$ cat config.mk
export PLATFORM = sky130hd
export DESIGN_NAME = addsub_serial
export DESIGN_NICKNAME = d
export VERILOG_FILES = /design/src/rtl/addsub_pkg.sv /design/src/rtl/addsub_chunk.sv /design/src/rtl/addsub_serial.sv
export SDC_FILE = /design/constraint.sdc
export NUM_CORES = 1
export LEC_CHECK = 0
export ABC_AREA = 1
export CAP_MARGIN = 20
export CORE_MARGIN = 10
export CORE_UTILIZATION = 30
export CTS_BUF_LIST = sky130_fd_sc_hd__clkbuf_8
export DETAILED_ROUTE_END_ITERATION = 10
export PLACE_DENSITY_LB_ADDON = 0.25
export SLEW_MARGIN = 20
export SYNTH_ARGS = -nofsm -noshare
export SYNTH_HDL_FRONTEND = slang
export SYNTH_SLANG_ARGS = --single-unit
$ cat constraint.sdc
create_clock -name clk -period 4.8 [get_ports clk]
set_input_delay 0.96 -clock clk [delete_from_list [all_inputs] [get_ports clk]]
set_output_delay 0.96 -clock clk [all_outputs]
set_load 0.01 [all_outputs]
$ cat src/rtl/addsub_pkg.sv
// addsub_pkg: shared types and sizing helper for the chunk-serial add/sub unit.
package addsub_pkg;
  typedef enum logic [1:0] {OP_ADD = 2'b00, OP_SUB = 2'b01, OP_ADC = 2'b10, OP_SBC = 2'b11} op_t;
  typedef enum logic [1:0] {IDLE, RUN, DONE} state_t;
  function automatic int cnt_w(input int n);
    return (n > 1) ? $clog2(n) : 1;
  endfunction
endpackage

$ cat src/rtl/addsub_chunk.sv
// addsub_chunk: K-bit combinational adder slice with carry in/out.
module addsub_chunk #(
  parameter int K = 8
) (
  input  logic [K-1:0] x,
  input  logic [K-1:0] y,
  input  logic         cin,
  output logic [K-1:0] s,
  output logic         cout
);
  assign {cout, s} = {1'b0, x} + {1'b0, y} + {{K{1'b0}}, cin};
endmodule

$ cat src/rtl/addsub_serial.sv
// addsub_serial: multi-cycle K-bit-per-cycle add/sub/adc/sbc with N/Z/C/V flags.
// Define ADDSUB_SAT_EN to enable signed saturation on overflow via the sat input.
module addsub_serial
  import addsub_pkg::*;
#(
  parameter int M = 32,
  parameter int K = 8
) (
  input  logic         clk,
  input  logic         rst_n,
  input  logic         in_valid,
  output logic         in_ready,
  input  logic [M-1:0] a,
  input  logic [M-1:0] b,
  input  logic [1:0]   op,
  input  logic         sat,
  output logic         out_valid,
  input  logic         out_ready,
  output logic [M-1:0] resultado,
  output logic         flag_n,
  output logic         flag_z,
  output logic         flag_c,
  output logic         flag_v
);
  localparam int N = M / K;
  localparam int CW = cnt_w(N);
  state_t state;
  op_t o;
  logic [M-1:0] a_r, b_r;
  logic [CW-1:0] cnt;
  logic carry, cflag, z_acc, cout, last, v_w;
  logic [K-1:0] s;
  assign o = op_t'(op);
  assign last = cnt == CW'(N - 1);
  assign v_w = (a_r[M-1] == b_r[M-1]) && (s[K-1] != a_r[M-1]);
  addsub_chunk #(.K(K)) u_chunk (
    .x(a_r[cnt*K +: K]),
    .y(b_r[cnt*K +: K]),
    .cin(carry),
    .s(s),
    .cout(cout)
  );
`ifdef ADDSUB_SAT_EN
  logic sat_r;
  always_ff @(posedge clk or negedge rst_n)
    if (!rst_n) sat_r <= 1'b0;
    else if (state == IDLE && in_valid) sat_r <= sat;
`else
  logic unused_sat;
  assign unused_sat = sat;
`endif
  always_ff @(posedge clk or negedge rst_n) begin
    if (!rst_n) begin
      state <= IDLE;
      in_ready <= 1'b1;
      out_valid <= 1'b0;
      resultado <= '0;
      {flag_n, flag_z, flag_c, flag_v} <= '0;
      cflag <= 1'b0;
      a_r <= '0;
      b_r <= '0;
      cnt <= '0;
      carry <= 1'b0;
      z_acc <= 1'b0;
    end else begin
      case (state)
        IDLE: if (in_valid) begin
          a_r <= a;
          b_r <= (o == OP_SUB || o == OP_SBC) ? ~b : b;
          carry <= (o == OP_ADD) ? 1'b0 : (o == OP_SUB) ? 1'b1 : cflag;
          cnt <= '0;
          z_acc <= 1'b0;
          in_ready <= 1'b0;
          state <= RUN;
        end
        RUN: begin
          resultado[cnt*K +: K] <= s;
          carry <= cout;
          z_acc <= z_acc | (|s);
          cnt <= cnt + 1'b1;
          if (last) begin
            flag_n <= s[K-1];
            flag_z <= !(z_acc | (|s));
            flag_c <= cout;
            flag_v <= v_w;
            cflag <= cout;
            out_valid <= 1'b1;
            state <= DONE;
`ifdef ADDSUB_SAT_EN
            // Clamp toward the sign of a; V/C still describe the raw sum.
            if (sat_r && v_w) begin
              resultado <= a_r[M-1] ? {1'b1, {(M-1){1'b0}}} : {1'b0, {(M-1){1'b1}}};
              flag_n <= a_r[M-1];
              flag_z <= 1'b0;
            end
`endif
          end
        end
        DONE: if (out_ready) begin
          out_valid <= 1'b0;
          in_ready <= 1'b1;
          state <= IDLE;
        end
        default: state <= IDLE;
      endcase
    end
  end
endmodule

==> results.ini <==
[clocking]
holdBufCountCts=0
cts_resized=0
cts_tree=yes
cts_buffer_depth=2
htree_levels=3
clk_latency_ns=0.37
cts_root_buf=clkbuf_8
clk_pin_slew_ns=0.10
cts_buffers=9
post_cts_buffers=0
cts.sinks=108

[floorplanning]
die_x_um=153.4
die_h_um=153.4
pin_count=109
initial_utilization_pct=30.77
rows=48
coreArea_um2=17360
die_area_um2=23540

[grt]
antenna_found_initial=0
grt_max_degree=99
grt_pass1_vias=4594
grt_first_pass_wirelength_mm=23.49
track_usage_pct=12.10
grt_overflow=0

[placed_design]
post-dp-hpwl_mm=10.94
dp.cells=939
portBuffers=107
place.gp.congestion=0.8903
dpl_worst_slack_ns=1.374
post_dp_cell_area_um2=6600

[worst_setup_path]
crit_chain=inv_2 > nand2_1 > a32o_1 > fa_1 > inv_1 > fa_1 > inv_1 > nand2_1 > nor3_1 > nand3_1 > nor2_2 > nand3_1 > nand2_1 > nand2_1
critPathCaptureType=flop
cp_data_arrival_time_ns=3.72
crit_slowest_cell=dfrtp_1
critPathKind=flop to flop
cp-start-kind=flop
required_ns=5.08
crit_path_max_incr_delay_ns=0.67
cp_common_cell=nand2_1
crit_path_max_fanout=37

[timing]
maxSlewViolCount=0
worstMarginPinSlew_ns=0.9706
slew_headroom_pct=35.29
setup_viol=0
max_freq_mhz=290.0
hold_viol=0
fin_ws_ns=1.352
skew_ns=0.009175
period_share_pct=71.84
rsz0062_at_grt=false
layout_min_cycle_time_ns=3.448
holdWs_ns=0.4743
tns_ns=0

[logic_synthesis]
syn_nets=715
synth_cells=629
syn_area_um2=5340
ys_types=34
synthArstFlopShare_pct=100.0
ys.flop_type=dfrtp_1
yosysSeqAreaShare_pct=50.63
synth_warnings=0
synth-edff-count=0
synth_seq_cells=108
avgSynthCellArea_um2=8.490

[power]
p_total_mw=4.973
peakVddDrop_mv=0.3747
cellLeakagePower_nw=3.156
power_density_nw_per_um2=728.8

[layout]
antenna_cells=0
nets=811
regArea_um2=2704
drive_above_1_share_pct=6.584
nFillCells=1723
post-route-util_pct=39.32
fin_area_um2=6824
final_cells=954
syn_to_final_growth_pct=27.79
multi_input_comb_area_um2=2390

[status]
outcome=completed

[detailed_routing]
postRouteAntennaNets=0
drcViolationCount=0
drt_first_pass_iters=5
vias=4465
wl_per_cell_um=15.06
drt_iter0_markers=236
wirelength_mm=14.36
via_per_inst=4.680

[worst_hold_path]
hp-class=flop to flop

[job]
maxCapViolCount=0

-- sequential cells by signal (all words and copies together), names as in the netlist --
register	flops
in_ready	1
flag_v	1
flag_n	1
b_r	32
z_acc	1
state	2
cflag	1
out_valid	1
carry	1
cnt	2
resultado	32
a_r	32
flag_z	1
-- cells by family after synthesis --
group                      share of synthesized area [%]
DFF                                                50.63
and+or+nand+nor                                    23.59
buffers and inverters                              4.616
AOI/OAI and AO/OA                                  11.90
xor gates and xnor gates                           5.248
adders and majority gates                          3.796
muxes                                             0.2109
-- final timing paths --
check / from / to / slack, ns / cells after the start
setup / recovery: cnt[0] / z_acc / 1.35 / 14
hold / removal: in_ready / in_ready / 0.47 / 2
setup reg to reg: cnt[0] / z_acc / 1.35 / 14
hold reg to reg: in_ready / in_ready / 0.47 / 2
max in group asynchronous: rst_n / b_r[27] / 3.06 / 2
min in group asynchronous: rst_n / resultado[0] / 0.72 / 1
-- routing by layer --
layer,track usage (%),routed length (um),vias to the layer above
li1,-,-,2226
met1,15.22,6473,2075
met2,19.32,6633,151
met3,4.405,1100,13
met4,2.879,155,0
met5,0,0,-
-- cells in the mapped netlist, types with 4 or more instances --
library cell / count / area share (%)
a32o_1: 4 / 0.75
nand2_1: 216 / 15
nand3_1: 17 / 1.6
inv_1: 26 / 1.8
o22ai_1: 14 / 1.6
ha_1: 13 / 3.0
inv_2: 6 / 0.42
dfrtp_1: 107 / 50
o21ai_1: 11 / 1.0
nor2_1: 40 / 2.8
buf_2: 14 / 1.3
a21oi_1: 6 / 0.56
nand2_2: 7 / 0.82
a22o_1: 4 / 0.66
xnor2_1: 32 / 5.2
clkbuf_1: 9 / 0.63
o21ai_0: 76 / 7.1
-- area by class of cell --
class | instances | share of cell area (%)
clock buffer | 11 | 2.219
clock inverter | 4 | 1.063
inverter | 33 | 1.815
multi-input combinational | 461 | 35.02
sequential | 108 | 39.62
tap | 225 | 4.125
timing repair buffer | 112 | 16.14
-- where the power goes --
part           leakage [nW]  internal [mW]  total [mW]  switching, mW
registers              1.38           1.30        1.56          0.260
clock network         0.111          0.319       0.618          0.299
logic                  1.67           1.02        2.80           1.78
total                  3.16           2.63        4.97           2.34
-- critical path, delay by kind of cell (launching register included) --
family | cells | cell delay [ns]
AO/OA/AOI/OAI | 1 | 0.28
flip-flops | 1 | 0.67
adder cells (fa/ha/maj) | 2 | 0.87
AND/OR/NAND/NOR | 8 | 0.73
buffers and inverters | 3 | 0.80
-- layout by cell type (no fill, tap or decap), drive strengths merged --
cell type      instances
fa                     2
or2                    1
clkbuf                11
clkinvlp               1
a21oi                  6
xnor2                 32
a32o                   4
nand3b                 2
o21ai                 87
a22o                   4
nand2                225
clkdlybuf4s50        105
mux2                   1
bufinv                 2
clkinv                 2
buf                    7
nand3                 19
nor3                   3
a22oi                  1
o22ai                 14
dfrtp                107
dfstp                  1
ha                    13
inv                   32
nand4                  3
nor2                  44
Note: power is estimated with default switching activity, not from simulation.
